<file path="src/rtl/control_decoder_sync.sv">
// ============================================================================
// control_decoder_sync: synchronised, debounced control-switch decoder
// with a startup qualification phase, a hold mode and a change strobe/mask.
// Revision: 1.0
// ============================================================================
`default_nettype none

module control_decoder_sync #(
  parameter int WIDTH           = 4,
  parameter int DEBOUNCE_CYCLES = 4,
  parameter int CNT_W           = 20
) (
  input  logic             clk,
  input  logic             rst_n,
  input  logic [WIDTH-1:0] control_switches,
  input  logic             hold,
  output logic [WIDTH-1:0] ctrl_word,
  output logic             changed,
  output logic [WIDTH-1:0] changed_mask,
  output logic             valid
);

  localparam logic [CNT_W-1:0] C_DB_LAST    = CNT_W'(DEBOUNCE_CYCLES - 1);
  localparam logic [CNT_W-1:0] C_START_LAST = CNT_W'(DEBOUNCE_CYCLES + 2);

  typedef enum logic [0:0] {
    INIT = 1'b0,
    RUN  = 1'b1
  } state_t;

  state_t           state, state_next;
  logic [WIDTH-1:0] sync1, sync2, stable;
  logic [CNT_W-1:0] start_cnt, start_cnt_next;
  logic [WIDTH-1:0] ctrl_word_next, changed_mask_next;
  logic             changed_next, valid_next;

  always_ff @(posedge clk) begin
    if (!rst_n) begin
      sync1 <= '0;
      sync2 <= '0;
    end else begin
      sync1 <= control_switches;
      sync2 <= sync1;
    end
  end

  // Each bit debounces independently; a return to the stable value restarts its count.
  generate
    for (genvar i = 0; i < WIDTH; i++) begin : g_bit
      logic [CNT_W-1:0] cnt;
      logic             stable_bit;

      always_ff @(posedge clk) begin
        if (!rst_n) begin
          cnt        <= '0;
          stable_bit <= 1'b0;
        end else if (sync2[i] == stable_bit) begin
          cnt <= '0;
        end else if (cnt == C_DB_LAST) begin
          stable_bit <= sync2[i];
          cnt        <= '0;
        end else begin
          cnt <= cnt + 1'b1;
        end
      end

      assign stable[i] = stable_bit;
    end
  endgenerate

  always_ff @(posedge clk) begin
    if (!rst_n) begin
      state        <= INIT;
      start_cnt    <= '0;
      ctrl_word    <= '0;
      changed      <= 1'b0;
      changed_mask <= '0;
      valid        <= 1'b0;
    end else begin
      state        <= state_next;
      start_cnt    <= start_cnt_next;
      ctrl_word    <= ctrl_word_next;
      changed      <= changed_next;
      changed_mask <= changed_mask_next;
      valid        <= valid_next;
    end
  end

  always_comb begin
    state_next        = state;
    start_cnt_next    = start_cnt;
    ctrl_word_next    = ctrl_word;
    changed_next      = 1'b0;
    changed_mask_next = '0;
    valid_next        = valid;
    case (state)
      INIT: begin
        if (start_cnt == C_START_LAST) begin
          // Initial load is silent: downstream sees valid rise, not a change.
          ctrl_word_next = stable;
          valid_next     = 1'b1;
          state_next     = RUN;
        end else begin
          start_cnt_next = start_cnt + 1'b1;
        end
      end
      RUN: begin
        if (!hold && (stable != ctrl_word)) begin
          ctrl_word_next    = stable;
          changed_next      = 1'b1;
          changed_mask_next = stable ^ ctrl_word;
        end
      end
      default: state_next = INIT;
    endcase
  end

endmodule

`default_nettype wire

</file>
<file path="config.mk">
export PLATFORM = sky130hd
export DESIGN_NAME = control_decoder_sync
export DESIGN_NICKNAME = d
export VERILOG_FILES = /design/src/rtl/control_decoder_sync.sv
export SDC_FILE = /design/constraint.sdc
export NUM_CORES = 1
export LEC_CHECK = 0
export CAP_MARGIN = 10
export CORE_ASPECT_RATIO = 1.2
export CORE_UTILIZATION = 40
export DETAILED_ROUTE_END_ITERATION = 12
export MAX_ROUTING_LAYER = met4
export PLACE_DENSITY = 0.66
export SYNTH_ARGS = -nofsm -noshare
export SYNTH_HDL_FRONTEND = slang
export SYNTH_SLANG_ARGS = --single-unit
</file>
<file path="constraint.sdc">
create_clock -name clk -period 2.3 [get_ports clk]
set_input_delay 0.23 -clock clk [delete_from_list [all_inputs] [get_ports clk]]
set_output_delay 0.23 -clock clk [all_outputs]
set_load 0.03 [all_outputs]
</file>
==> results of run 1 <==
## worst max path at each step
stage                                   to
after floorplan           g_bit[3].cnt[15]
after global placement    g_bit[3].cnt[16]
after detailed placement   g_bit[3].cnt[8]
after CTS                  g_bit[3].cnt[8]
after global routing      g_bit[1].cnt[11]
final                      g_bit[3].cnt[5]
## power by group
| group | internal [mW] | leakage (nW) | switching, mW |
|---|---|---|---|
| logic | 0.0428 | 0.929 | 0.0525 |
| registers | 2.15 | 0.993 | 0.0129 |
| clock network | 1.86 | 0.298 | 0.929 |
| total | 4.05 | 2.22 | 0.995 |
## worst max-delay path, delay by kind of cell (launching register included)
family        cells  cell delay, ns
flops             1            0.40
buf+inv           1            0.25
simple gates      5            0.89
fa+ha+maj         1            0.25
## per-stage QoR
step	instance area (sq um)	std cells
after detailed placement	5740	761
after global routing	6360	793
final	6360	793
after floorplan	5410	589
after global placement	5740	761
after CTS	6360	793
## placed cells by master, fill, tap and decap left out, types with 8 or more instances in the layout
cell type        netlist  layout
xor2_1                57      57
nor2_1                98      98
clkdlybuf4s50_1        0      16
nand2_1               42      42
or3_1                  8       8
and3_1                12      12
inv_1                 14      14
xnor2_1               34      34
nand4_1               29      29
clkbuf_16              0      17
nor4_1                14      14
nor4_2                 8       8
mux2i_1                9       9
and2_1                22      22
dfxtp_1              123     123
nand3_1               33      33
## final cells by class
type                       instances  share of cell area, %
clock buffer                      20                   7.18
sequential                       123                   38.7
tap                              168                   3.30
inverter                          14                  0.826
timing repair buffer              23                   3.34
multi-input combinational        433                   44.0
clock inverter                    12                   2.67
## routing by layer
metal / wire, um / up-vias / GRT usage [%] / share of wire [%]
met4: 165 / 0 / 7.01 / 1.7
li1: - / 2061 / - / -
met1: 4660 / 1906 / 18.5 / 47
met5: 0 / - / - / 0
met3: 312 / 15 / 4.18 / 3.1
met2: 4780 / 44 / 26.3 / 48
## cell families after synthesis
family          share of synthesized area [%]
mux                                      1.66
compound gates                           2.50
fa+ha+maj                                1.39
buf+inv                                  2.82
flops                                    45.5
xor+xnor                                 14.7
simple gates                             31.4
## state kept, by name (all words and copies together), names as in the netlist
register / count
changed_mask: 4
g_bit.stable_bit: 4
valid: 1
state: 1
sync2: 4
ctrl_word: 4
sync1: 4
g_bit.cnt: 80
changed: 1
start_cnt: 20
==> results by group, run 1 <==
Status
  – Result of the run: finished clean

Die
  – Die area: 0.0140 sq mm
  – Std-Cell Rows: 46
  – Horizontal die dimension: 108 um
  – I/O pin count: 17
  – Initial standard-cell utilization of the core: around two fifths
  – Core region area: 0.0132 sq mm
  – Vertical extent of the die: 129 um

Global route
  – Via count of the first global-routing pass: approximately 4000
  – Wire length of the first global-routing pass: 17200 um
  – Number of antenna violations at the first check in global routing: 0
  – Total grt overflow: 0
  – All-Layer GR Usage: 16.1%
  – Maximum number of pins on one net before global-route repair: 21

Clocking
  – Setup fix buffers added after clock tree synthesis: 0
  – Worst-path clk slew: ~0.050 ns
  – Maximum buffer depth of the clock tree: 2
  – TritonCTS clock tree: built
  – Number of hold buffers added after CTS: 0
  – Count of instances resized after the clock tree is built: 0
  – Clock insertion delay at the later pin of the skew report: 0.41 ns
  – H-tree depth reported by CTS: 4
  – Clock sinks: 123
  – Root Buffer Master: clkbuf_16
  – Total CTS buffers: 17

Timing
  – Clock tree skew after final layout: 0.00715 ns
  – Hold violation count in the final report: 0
  – Least-Margin Pin Slew: 0.628 ns
  – RSZ-0062 raised after global routing: no
  – Slew margin rel.: 58.0%
  – Final clock period utilization by the worst path: between 80% and 90%
  – Final number of max-transition violations: 0
  – Maximum achievable frequency: 0.520 GHz
  – Final Setup Violations: 0
  – Setup TNS: 0 ns
  – Clock period minus worst slack: just under 2 ns
  – Worst Setup Slack, final: 0.376 ns
  – Worst hold slack across all endpoints: 0.402 ns

Route
  – Drt total wl: 9910 um
  – DRT antenna net count: 0
  – Number of DRC violations after detailed-routing iteration 0: between 100 and 150
  – WL per Instance: between 10 and 15 um
  – Total number of vias: between 4000 and 5000
  – Ratio of routed vias to standard cells: 5.08
  – DRC: 0
  – First-pass iteration count of the detailed router: 5

Final layout
  – Fill cell count: roughly 1300
  – Synth-to-layout area growth: 17.5%
  – Diode count: 0
  – Area occupied by multi-input gates: 0.00280 sq mm
  – Share of cells above drive strength 1: 9.92%
  – Sequential cell area: 0.00246 sq mm
  – Final core occ: between 40 and 50%
  – Post-layout net count: ~630

Placement
  – RePlAce Congestion: 0.811
  – Setup WS pre-CTS: 0.332 ns
  – Post-DP HPWL: roughly 7000 um
  – Input/output buffers: 16

Power and ir drop
  – Power per cell area: 793 mW/mm^2
  – Total Power Consumption: 5.05 mW
  – Leakage dissipation: ~2.2 nW
  – Maximum vdd ir drop: 364 uV

Setup path
  – Largest fanout of any net on the critical path: 20
  – Cells along the critical path: ha_1 -> nor4b_1 -> nand4_1 -> nor4_2 -> nand3b_1 -> buf_4 -> nor2_1
  – Data required time of the worst path: 2.59 ns
  – Worst path slowest cell: dfxtp_1
  – Reg2Reg Capture Point: g_bit[3].cnt[5]
  – Arrival time worst endpoint: 2.21 ns
  – Setup crit end kind: flop
  – Kind of start point of the critical path: flop
  – Critical register-to-register path startpoint: g_bit[3].cnt[0]
  – Highest cell delay on the worst timing path: 0.40 ns
  – Launch point of the worst path: g_bit[3].cnt[0]
  – Startpoint-to-endpoint class of the critical path: flop to flop
  – Worst R2R Setup Slack: 0.38 ns
  – Number of cells on the worst reg-to-reg path: 7

Logic synthesis
  – Netlist Area Pre-Place: 0.00541 sq mm
  – Number of flops mapped to enable cells by yosys: 0
  – Fraction of registers with async set/reset: 0%
  – Synth Net Count: 602
  – YS warnings: 0
  – Main flop type after synthesis: dfxtp_1
  – Share of the synthesized area in the top cell type: 45.5%
  – Cells taking the most area after synthesis: dfxtp_1 (45%), xor2_1 (9.2%), nor2_1 (6.8%), xnor2_1 (5.5%), nand4_1 (3.4%)
  – Commonest cells in the netlist: dfxtp_1 (123), nor2_1 (98), xor2_1 (57)
  – Syn avg cell area: 9.19 sq um
  – Register area share after synthesis: between 40% and 50%
  – Instance count of the mapped netlist: 589
  – Cell accounting for the most synthesized area: dfxtp_1
  – Count of distinct cell types in the synthesized netlist: 46
  – #FFs+latches synth: about 120
  – Most frequent cell after synthesis: dfxtp_1

Min path
  – Count of cells along the worst hold path: 2
  – Worst min-delay path class: primary input to flop
  – Min-Delay Startpoint: control_switches[3]
  – Worst Hold End: sync1[3]

Job
  – Max-cap violations: 0
(Power assumes the default switching activity.)
==> inputs of run 2 (changes only) <==
--- a/config.mk
+++ b/config.mk
@@ -10,7 +10,7 @@
 export CORE_UTILIZATION = 40
 export DETAILED_ROUTE_END_ITERATION = 12
 export MAX_ROUTING_LAYER = met4
-export PLACE_DENSITY = 0.66
+export PLACE_DENSITY = 0.68
 export SYNTH_ARGS = -nofsm -noshare
 export SYNTH_HDL_FRONTEND = slang
 export SYNTH_SLANG_ARGS = --single-unit
==> constraint.sdc (replaced) <==
create_clock -name clk -period 1.6 [get_ports clk]
set_input_delay 0.16 -clock clk [delete_from_list [all_inputs] [get_ports clk]]
set_output_delay 0.16 -clock clk [all_outputs]
set_load 0.03 [all_outputs]
==> results by group, run 2 (same netlist as run 1, synthesis figures left out) <==
Die
  – Die area: roughly 0.014 sq mm
  – I/O pin count: 17
  – Core region area: 0.0132 sq mm
  – Std-Cell Rows: 46
  – Vertical extent of the die: approximately 130 um
  – Initial standard-cell utilization of the core: between 40% and 50%
  – Horizontal die dimension: about 110 um

Final layout
  – Diode count: 0
  – Synth-to-layout area growth: 43.4%
  – Leading cell types in the layout, fill and taps excluded: dfxtp_1 (104), buf_4 (87), xor2_1 (57)
  – Design Area, Final: 0.00776 sq mm
  – Post-layout net count: 725
  – Final core occ: 58.6%
  – Commonest non-fill, non-tap cell in the layout: dfxtp_1
  – Sequential cell area: 0.00249 sq mm
  – Fill cell count: 1066
  – Largest reg by FF count: g_bit.cnt
  – Flip-flop count of the largest register after layout: 80
  – Area occupied by multi-input gates: 0.00331 sq mm
  – Share of cells above drive strength 1: about a third
  – Biggest registers after layout: g_bit.cnt x80, start_cnt x20

Placement
  – RePlAce Congestion: 0.814
  – Placed Area: ~0.0064 sq mm
  – Setup WS pre-CTS: -0.146 ns
  – Post-DP HPWL: 7860 um
  – Input/output buffers: 16

Route
  – WL per Instance: approximately 15 um
  – DRT antenna net count: 0
  – First-pass iteration count of the detailed router: 5
  – Ratio of routed vias to standard cells: 5.10
  – Number of DRC violations after detailed-routing iteration 0: between 100 and 150
  – DRC: 0
  – Total number of vias: 4553
  – Drt total wl: 13000 um

Global route
  – Via count of the first global-routing pass: between 4000 and 5000
  – Maximum number of pins on one net before global-route repair: 44
  – Total grt overflow: 0
  – All-Layer GR Usage: 19.2%
  – Wire length of the first global-routing pass: about 20000 um
  – Number of antenna violations at the first check in global routing: 0

Setup path
  – Worst path slowest cell: dfxtp_2
  – Cells along the critical path: ha_4 -> nor4b_4 -> nand4_1 -> nor4_2 -> nand3b_1 -> buf_6 -> buf_12 -> buf_16 -> nor2_1
  – Startpoint-to-endpoint class of the critical path: flop to flop
  – Arrival time worst endpoint: 2.08 ns
  – Critical register-to-register path startpoint: g_bit[2].cnt[1]
  – Largest fanout of any net on the critical path: 5
  – Kind of start point of the critical path: flop
  – Highest cell delay on the worst timing path: 0.35 ns
  – Launch point of the worst path: g_bit[2].cnt[1]
  – Setup crit end kind: flop
  – Data required time of the worst path: 1.89 ns

Clocking
  – Root Buffer Master: clkbuf_16
  – TritonCTS clock tree: built
  – H-tree depth reported by CTS: 4
  – Clock sinks: 123
  – Number of hold buffers added after CTS: 0
  – Clock insertion delay at the later pin of the skew report: 0.41 ns
  – Total CTS buffers: 17
  – Maximum buffer depth of the clock tree: 2
  – Worst-path clk slew: 0.05 ns

Timing
  – Worst Setup Slack, final: -0.191 ns
  – Hold violation count in the final report: 0
  – Maximum achievable frequency: 0.558 GHz
  – Final Setup Violations: 62
  – Slew margin rel.: roughly 69%
  – Worst hold slack across all endpoints: 0.331 ns
  – Final number of max-transition violations: 0
  – Clock period minus worst slack: 1.79 ns
  – Final clock period utilization by the worst path: 112%
  – RSZ-0062 raised after global routing: yes
  – Least-Margin Pin Slew: around 0.46 ns
  – Clock tree skew after final layout: 0.0123 ns
  – Setup TNS: -6.53 ns

Min path
  – Min-Delay Startpoint: control_switches[1]
  – Worst min-delay path class: primary input to flop

Status
  – Failing checks: negative setup slack
  – Result of the run: finished, violations left

Power and ir drop
  – Maximum vdd ir drop: 579 uV
  – Power per cell area: 913 mW/mm^2
  – Leakage dissipation: roughly 3 nW

Job
  – Max-cap violations: 0
run 2: changes by cell type in the layout (fill, tap and decap cells not counted), sizes merged:
cell,change
buf,+97
bufinv,-1
clkbuf,+6
clkdlybuf4s50,-8
clkinv,-1
clkinvlp,-2
dlygate4sd2,+7
dlymetal6s2s,+1
run 2: repair_timing:
action	CTS	global route
cloned	4	5
setup endpoints to repair	101	101
resized for setup	44	113
setup buffers	8	14
pin swaps	9	59
run 2: through the flow:
step	cells	total power [mW]
global route	892	7.32
detailed placement	836	3.33
global placement	836	3.33
CTS	878	7.10
finish	892	7.09
floorplan	589	3.26
run 2: critical path: cells and delay by family, from the launching register on:
kind,cells,cell delay [ns]
DFF,1,0.35
and+or+nand+nor,5,0.87
adders and majority gates,1,0.14
buffers and inverters,3,0.32
run 2: area by class of cell:
| class | instances | share of cell area [%] |
|---|---|---|
| tap | 168 | 2.71 |
| inverter | 14 | 0.677 |
| multi-input combinational | 433 | 42.6 |
| sequential | 123 | 32.1 |
| timing repair buffer | 123 | 14.6 |
| clock buffer | 23 | 5.77 |
| clock inverter | 8 | 1.55 |
run 2: metal layers:
metal | track usage [%] | vias to the layer above | wire, um
li1 | - | 2250 | -
met1 | 21.0 | 2209 | 5390
met2 | 33.7 | 75 | 7010
met3 | 3.97 | 19 | 330
met4 | 7.74 | 0 | 248
met5 | - | - | 0
run 2: where the power goes:
group / switching [mW] / internal (mW)
clock network: 1.31 / 2.43
registers: 0.0186 / 3.09
logic: 0.111 / 0.127
total: 1.44 / 5.65
run 2: worst paths after layout:
check        depth (start not counted)               end  slack, ns
max                                  9  g_bit[2].cnt[17]      -0.19
min                                  2          sync1[1]       0.33
max reg2reg                          9  g_bit[2].cnt[17]      -0.19
min reg2reg                          1          sync2[3]       0.44
==> inputs of run 3 (changes only) <==
--- a/config.mk
+++ b/config.mk
@@ -14,3 +14,4 @@
 export SYNTH_ARGS = -nofsm -noshare
 export SYNTH_HDL_FRONTEND = slang
 export SYNTH_SLANG_ARGS = --single-unit
+export TNS_END_PERCENT = 20
==> results by group, run 3 (same netlist as run 1, synthesis figures left out) <==
Die
  – I/O pin count: 17
  – Initial standard-cell utilization of the core: 40.9%
  – Core region area: approximately 0.013 sq mm
  – Vertical extent of the die: 129 um
  – Horizontal die dimension: 108 um
  – Die area: ~0.014 sq mm
  – Std-Cell Rows: 46

Route
  – Amount of wire on met2 after detailed routing: around 6000 um
  – Number of DRC violations after detailed-routing iteration 0: roughly 140
  – DRT antenna net count: 0
  – Total number of vias: 4314
  – First-pass iteration count of the detailed router: 5
  – WL met3: 341 um
  – Met1 routed wirelength after detailed routing: a little over 5000 um
  – Ratio of routed vias to standard cells: 4.96
  – DRC: 0
  – WL per Instance: 13.3 um
  – Top layer in use: met4
  – Drt total wl: 11600 um

Final layout
  – Commonest non-fill, non-tap cell in the layout: dfxtp_1
  – Post-layout net count: 702
  – Fill cell count: 1118
  – Final core occ: 55.1%
  – Flip-flop count of the largest register after layout: 80
  – Share of cells above drive strength 1: 27.1%
  – Synth-to-layout area growth: 34.9%
  – Diode count: 0
  – Biggest registers after layout: g_bit.cnt x80, start_cnt x20
  – Design Area, Final: 0.00730 sq mm
  – Leading cell types in the layout, fill and taps excluded: dfxtp_1 (109), nor2_1 (91), buf_4 (74)
  – Largest reg by FF count: g_bit.cnt

Power and ir drop
  – Power per cell area: 969 mW/mm^2
  – Total Power Consumption: 7.07 mW
  – Leakage dissipation: 2.76 nW
  – Maximum vdd ir drop: 785 uV

Setup path
  – Termination of the worst setup path: g_bit[1].cnt[4]
  – Number of cells on the worst reg-to-reg path: 7
  – Worst R2R Setup Slack: -0.02 ns
  – Logic depth of the worst setup path including buffers: 7
  – Startpoint-to-endpoint class of the critical path: flop to flop
  – Reg2Reg Capture Point: g_bit[1].cnt[4]
  – Critical register-to-register path startpoint: g_bit[1].cnt[8]
  – Cells along the critical path: nor4_1 -> nand4_1 -> nor4_2 -> nand3b_1 -> buf_4 -> buf_12 -> nor2_1
  – Setup crit end kind: flop
  – Arrival time worst endpoint: between 1.5 and 2 ns
  – Largest fanout of any net on the critical path: 10
  – Launch point of the worst path: g_bit[1].cnt[8]
  – Data required time of the worst path: 1.90 ns
  – Worst path slowest cell: nor4_1
  – Kind of start point of the critical path: flop
  – Highest cell delay on the worst timing path: 0.34 ns
  – Number of buffer and inverter instances along the worst setup path: 2
  – Gate family responsible for the most delay along the worst path: simple AND/OR/NAND/NOR gates

Global route
  – Number of antenna violations at the first check in global routing: 0
  – All-Layer GR Usage: a little under a fifth
  – Total grt overflow: 0
  – Via count of the first global-routing pass: between 4000 and 5000
  – Wire length of the first global-routing pass: 19200 um
  – Maximum number of pins on one net before global-route repair: 53

Clocking
  – Clock insertion delay at the later pin of the skew report: 0.42 ns
  – H-tree depth reported by CTS: 4
  – Worst-path clk slew: 0.06 ns
  – Number of hold buffers added after CTS: 0
  – Total CTS buffers: 17
  – Root Buffer Master: clkbuf_16
  – Maximum buffer depth of the clock tree: 2
  – TritonCTS clock tree: built
  – Clock sinks: 123

Status
  – Failing checks: negative setup slack
  – Result of the run: finished, violations left

Job
  – Max-cap violations: 0

Timing
  – Final clock period utilization by the worst path: 101%
  – Maximum achievable frequency: 0.617 GHz
  – RSZ-0062 raised after global routing: yes
  – Final Setup Violations: 19
  – Hold violation count in the final report: 0
  – Worst Setup Slack, final: -0.0220 ns
  – Least-Margin Pin Slew: roughly 0.42 ns
  – Clock tree skew after final layout: 0.00677 ns
  – Slew margin rel.: 72.1%
  – Final number of max-transition violations: 0
  – Clock period minus worst slack: 1.62 ns

Placement
  – Input/output buffers: 16
  – Placed Area: between 0.006 and 0.007 sq mm
  – Post-DP HPWL: approximately 7700 um
  – RePlAce Congestion: about 0.77
  – Setup WS pre-CTS: -0.113 ns

Min path
  – Worst min-delay path class: primary input to flop
[run 3: changes by cell type in the layout (fill, tap and decap cells not counted), moves of 4 or more]
| cell | previous run | this run |
|---|---|---|
| clkbuf_1 | 6 | 1 |
| nor2_2 | 23 | 8 |
| dfxtp_1 | 104 | 109 |
| buf_6 | 11 | 4 |
| nor4_4 | 9 | 4 |
| nor4_2 | 8 | 12 |
| buf_4 | 87 | 74 |
| nor2_4 | 24 | 1 |
| nor2_1 | 53 | 91 |
[run 3: layer usage]
| layer | track usage, % | up-vias |
|---|---|---|
| li1 | - | 2205 |
| met1 | 19.5 | 2040 |
| met2 | 31.0 | 51 |
| met3 | 4.88 | 18 |
| met4 | 7.82 | 0 |
| met5 | - | - |
[run 3: layout make-up]
type                       instances  area [sq um]  share of cell area, %
multi-input combinational        433          3080                   42.1
sequential                       123          2480                   34.0
timing repair buffer             100           892                   12.2
clock buffer                      21           470                   6.44
tap                              168           210                   2.88
clock inverter                    11           119                   1.63
inverter                          14          52.6                  0.720
[run 3: worst min-delay path by stage]
stage / slack [ns] / depth (start not counted) / to / startpoint
global route: 0.35 / 2 / sync1[0] / control_switches[0]
floorplan: 0.29 / 1 / sync1[0] / control_switches[0]
finish: 0.32 / 2 / sync1[0] / control_switches[0]
detailed placement: 0.42 / 1 / sync2[1] / sync1[1]
CTS: 0.31 / 2 / sync1[0] / control_switches[0]
global placement: 0.42 / 1 / sync2[3] / sync1[3]
[run 3: where the power goes]
part | internal [mW] | total (mW) | switching, mW | leakage, nW
sequential | 3.09 | 3.11 | 0.0196 | 0.999
combinational | 0.104 | 0.200 | 0.0955 | 1.48
clock | 2.40 | 3.76 | 1.36 | 0.281
[run 3: repair_timing]
item,CTS,global route
gates resized for setup,27,49
endpoints found under the setup margin,94,103
cloned,1,1
buffers inserted,2,1
pin swaps,8,17
[run 3: per-stage QoR]
step | instances | TNS (ns) | hold slack, ns
6_report | 870 | -0.265 | 0.320
5_1_grt | 870 | -6.42 | 0.349
4_1_cts | 868 | -0.281 | 0.306
3_5_place_dp | 833 | -6.45 | 0.422
3_3_place_gp | 833 | -5.03 | 0.416
2_1_floorplan | 589 | -0.0581 | 0.287
==> variant 1, RTL diff (flow settings as in run 1) <==
The parameter `CNT_W` goes from 20 to 40.
--- a/src/rtl/control_decoder_sync.sv
+++ b/src/rtl/control_decoder_sync.sv
@@ -8,7 +8,7 @@
 module control_decoder_sync #(
   parameter int WIDTH           = 4,
   parameter int DEBOUNCE_CYCLES = 4,
-  parameter int CNT_W           = 20
+  parameter int CNT_W           = 40
 ) (
   input  logic             clk,
   input  logic             rst_n,
Behaviour: same outputs for any inputs over 10 cycles, from zero or initial values and one cycle with rst_n low; that may be too few to reach the edited logic, so the function may still have changed.
==> variant 1 against run 1 <==
Sequential cell count grew 100. Non-clock buffer count grew 17. Fmax shrank 10%. Synthesized area grew 91%. Design area grew 85%. Wire length grew 110%. Sequential power grew 80%. Count of clock-buffer cells in the layout grew 12. Global-route usage grew 0.42 points. Worst setup slack lost 220 ps. Total power grew 59%. Worst hold slack lost 130 ps.
==> variant 1: results (changes against run 1) <==
Hold Path Cell Cnt = 3 (was 2)
Yosys warnings = 0 (unchanged)
Layout cells sized above 1 = 0.0721 (was 0.0992)
Layout net count = 1217 (was 625)
Largest net degree at the start of global routing = 41 (was 21)
Clock Skew = 11.7 ps (was 7.15 ps)
Global Route Usage Sum = 0.165 (was 0.161)
Switching part of the total = 0.201 (was 0.197)
CP Launch Type = register (unchanged)
Slew margin rel. = 0.595 (was 0.580)
Vias in the first global route = 7679 (was 3897)
Run status = completed (unchanged)
Cells on worst reg2reg path = 7 (unchanged)
Max IR drop VDD = 0.504 mV (was 0.364 mV)
P_leak = 3.80 nW (was 2.22 nW)
1st-iter DRT viols = 379 (was 137)
Post-synth top cells = 223 x dfxtp_1, 190 x nor2_1, 97 x xnor2_1 (was 123 x dfxtp_1, 98 x nor2_1, 57 x xor2_1)
Clk slew on worst S/H paths = 60 ps
Worst r2r src = g_bit[2].cnt[0] (was g_bit[3].cnt[0])
Placement Cell Area = 10900 sq um (was 5740 sq um)
Synth area leaders = dfxtp_1 43%, xnor2_1 8.2%, xor2_1 7.0% (was dfxtp_1 45%, xor2_1 9.2%, nor2_1 6.8%)
Drt total wl = 20800 um (was 9910 um)
Biggest regs = g_bit.cnt (160), start_cnt (40) (was g_bit.cnt (80), start_cnt (20))
H-tree levels = 1 (was 4)
Grt ovf = 0 (unchanged)
Vias per cell = 5.24 (was 5.08)
Fillers = 2388 (was 1262)
Worst-Skew Late Latency = 510 ps (was 410 ps)
Post-synthesis sequential area ratio = 0.433 (was 0.455)
Final-report hold violation count = 0 (unchanged)
Clk buf depth = 3 (was 2)
HP Start = rst_n (was control_switches[3])
Buffers added on ports = 16 (unchanged)
Antenna violations before repair = 0 (unchanged)
Dpl hpwl = 14000 um (was 6980 um)
Gpl congestion = 0.800 (was 0.811)
CTS Buf Count = 24 (was 17)
Slowest cell on the critical path = dfxtp_1 (unchanged)
Number of diodes = 0 (unchanged)
First-pass GRT wire length = 35800 um (was 17200 um)
Top delay family on crit path = simple AND/OR/NAND/NOR gates (unchanged)
Max incr delay on CP = 390 ps
Fraction of registers with async set/reset = 0 (unchanged)
Root buffer cell = clkbuf_16 (unchanged)
HP Class = input pin to register (unchanged)
First-pass DRT Iterations = 5 (unchanged)
Synth unique cells = 48 (was 46)
Crit path DAT = 2540 ps (was 2210 ps)
Max Fanout on Critical Path = 13 (was 20)
[variant 1: worst paths after layout]
check | end | slack, ps
setup / recovery | g_bit[2].cnt[4] | 160
hold / removal | start_cnt[33] | 270
setup reg to reg | g_bit[2].cnt[4] | 160
hold reg to reg | sync2[0] | 440
[variant 1: power groups by stage]
stage                     Combinational, mW  Clock [mW]  Sequential, mW
after CTS                             0.109        4.14            3.89
after global routing                  0.121        4.31            3.89
after global placement                0.109           0            3.98
after detailed placement              0.109           0            3.98
final                                 0.107        4.04            3.89
after floorplan                      0.0689           0            3.97
[variant 1: area by class of cell]
cell class                      instances  area [sq um]  share of cell area
Multi-Input combinational cell        886          5550               0.472
Sequential cell                       223          4460               0.380
Clock buffer                           32           672              0.0572
Tap cell                              330           413              0.0351
Timing Repair Buffer                   40           385              0.0328
Clock inverter                         10           159              0.0135
Inverter                               29           109             0.00926
[variant 1: worst min-delay path, stage by stage]
cell	delay, ps
buf_2	290
nand2_1	140
o21ai_0	60
[variant 1: layer usage]
layer / wire, um / GRT usage
met3: 629 / 0.0229
met1: 9960 / 0.205
met2: 9820 / 0.278
met4: 357 / 0.0464
met5: 0 / -
[variant 1: cells by family (layout without fill, tap and decap cells)]
group           after synthesis  after routing  synth area share
xor+xnor                    180            180             0.153
mux                          11             11            0.0107
buf+inv                      74            111            0.0295
compound gates               33             33            0.0209
simple gates                656            656             0.346
fa+ha+maj                     6              6           0.00728
flops                       223            223             0.433
[variant 1: stage by stage]
step / setup WS (ps) / instances
after global placement: 107 / 1508
after floorplan: 419 / 1183
after CTS: 37.4 / 1550
after global routing: 22.7 / 1550
after detailed placement: 65.6 / 1508
final: 157 / 1550
[variant 1: repair_timing]
item,CTS,global route
buffers inserted,0,0
resized for setup,0,1
setup endpoints to repair,0,12
==> variant 2, RTL diff (flow settings as in run 1) <==
Made on the original files. Register the inputs `control_switches` and `hold` before use, with the module's reset. The logic sees them one clock later.
--- a/src/rtl/control_decoder_sync.sv
+++ b/src/rtl/control_decoder_sync.sv
@@ -28,6 +28,19 @@
     RUN  = 1'b1
   } state_t;
 
+  logic [WIDTH-1:0] control_switches_q;
+  logic hold_q;
+
+  always_ff @(posedge clk) begin
+    if (!rst_n) begin
+      control_switches_q <= '0;
+      hold_q             <= '0;
+    end else begin
+      control_switches_q <= control_switches;
+      hold_q             <= hold;
+    end
+  end
+
   state_t           state, state_next;
   logic [WIDTH-1:0] sync1, sync2, stable;
   logic [CNT_W-1:0] start_cnt, start_cnt_next;
@@ -39,7 +52,7 @@
       sync1 <= '0;
       sync2 <= '0;
     end else begin
-      sync1 <= control_switches;
+      sync1 <= control_switches_q;
       sync2 <= sync1;
     end
   end
@@ -105,7 +118,7 @@
         end
       end
       RUN: begin
-        if (!hold && (stable != ctrl_word)) begin
+        if (!hold_q && (stable != ctrl_word)) begin
           ctrl_word_next    = stable;
           changed_next      = 1'b1;
           changed_mask_next = stable ^ ctrl_word;
Formal check against the unedited RTL: not equivalent (a bounded check fails within 10 cycles, from zero or initial values and one cycle with rst_n low).
==> variant 2 against run 1 <==
Synthesized cell count is 11% higher. Non-clock buffer count stayed put. Largest cell class unchanged. Total power decreased by 0.49%. Worst hold slack got worse by 75 ps. Wire length is 10% higher. Synthesized area up 3.9%. Via count is 13% higher. Sequential cell count up 5. Worst setup slack got worse by 200 ps. First-iteration DRC count is 130% higher. Design area is 3.2% higher. Core utilization is 0.34 points lower. Critical endpoint is now g_bit[0].cnt[16]. Critical path type unchanged.
==> variant 2: results (changes against run 1) <==
Post-layout util = 0.477 (was 0.481)
P_sw = 1.02 mW (was 0.995 mW)
Multi-input gates = 471 (was 433)
Syn Inst Count = 651 (was 589)
Number of sequential cells = 128 (was 123)
Power Dens Cells = 765 nW/um^2 (was 793 nW/um^2)
P_leak = 2.04 nW (was 2.22 nW)
Inverter count = 29 (was 14)
GR Layer Usage met1 = 0.198 (was 0.185)
Post-synth top cells = 128 x dfxtp_1, 78 x nor2_1, 48 x xnor2_1 (was 123 x dfxtp_1, 98 x nor2_1, 57 x xor2_1)
Multi-input gate share of total cell area = 0.437 (was 0.440)
Global Route Usage Sum = 0.164 (was 0.161)
Post-CTS Resized = 0 (unchanged)
Slew margin rel. = 0.657 (was 0.580)
Post-synthesis sequential area ratio = 0.456 (was 0.455)
Crit path DAT = 2460 ps (was 2210 ps)
Synthesized-area fraction occupied by adder cells = 0.0133 (was 0.0139)
CTS Buf Count = 17 (unchanged)
M3 GR Usage = 0.0440 (was 0.0418)
Buffering overhead = 0.0316 (was 0.0334)
Vias in the first global route = 4283 (was 3897)
Post-synthesis xor/xnor area fraction = 0.0997 (was 0.147)
R2R Setup Slk = 170 ps (was 380 ps)
Max incr delay on CP = 630 ps (was 400 ps)
Gpl congestion = 0.866 (was 0.811)
Largest net degree at the start of global routing = 29 (was 21)
FF-to-FF End = g_bit[0].cnt[16] (was g_bit[3].cnt[5])
Met3 WL = 374 um (was 312 um)
Post-synthesis compound-gate area fraction = 0.0734 (was 0.0250)
Setup slack at placement = 193 ps (was 332 ps)
Cells on worst reg2reg path = 5 (was 7)
Routed vias = 4567 (was 4026)
Run status = completed (unchanged)
Fraction of area in registers = 0.390 (was 0.387)
Hold Path Cell Cnt = 3 (was 2)
HP Start = rst_n (was control_switches[3])
Metal-1 WL = 5120 um (was 4660 um)
Post-synthesis mux area share = 0.0267 (was 0.0166)
WHS = 327 ps (was 402 ps)
Post-synth net total = 664 (was 602)
Hold EP = start_cnt[13] (was sync1[3])
1st-iter DRT viols = 320 (was 137)
Clock-cell share = 0.0922 (was 0.0985)
WL/cell = 12.8 um (was 12.5 um)
Layout net count = 683 (was 625)
Grt met2 use = 0.258 (was 0.263)
Critical path startpoint = g_bit[0].cnt[0] (was g_bit[3].cnt[0])
Drt total wl = 10900 um (was 9910 um)
Dpl hpwl = 7610 um (was 6980 um)
Max IR drop VDD = 0.508 mV (was 0.364 mV)
Fin crit period = 2130 ps (was 1920 ps)
Max Fanout on Critical Path = 5 (was 20)
variant 2: cell count changes in the layout (fill, tap and decap cells not counted), sizes merged, moves of 7 or more:
cell	run 1	this run
a21boi	7	0
a21oi	0	32
and2	22	14
and3	12	5
inv	14	29
nand2b	0	12
nor2	100	78
nor3	6	19
o21ai	9	24
or3	8	31
or4	0	12
xnor2	34	48
xor2	57	16
variant 2: cells by family after synthesis:
family / after synthesis
AND/OR/NAND/NOR: 313
flip-flops: 128
AO/OA/AOI/OAI: 73
XOR/XNOR: 64
buffers and inverters: 52
multiplexers: 15
adder cells (fa/ha/maj): 6
variant 2: power by group through the flow:
| stage | sequential, mW | combinational, mW | clock [mW] |
|---|---|---|---|
| global placement | 2.29 | 0.0846 | 0 |
| CTS | 2.25 | 0.0876 | 2.73 |
| global route | 2.25 | 0.0988 | 2.84 |
| finish | 2.25 | 0.0866 | 2.69 |
| floorplan | 2.29 | 0.0592 | 0 |
| detailed placement | 2.30 | 0.0876 | 0 |
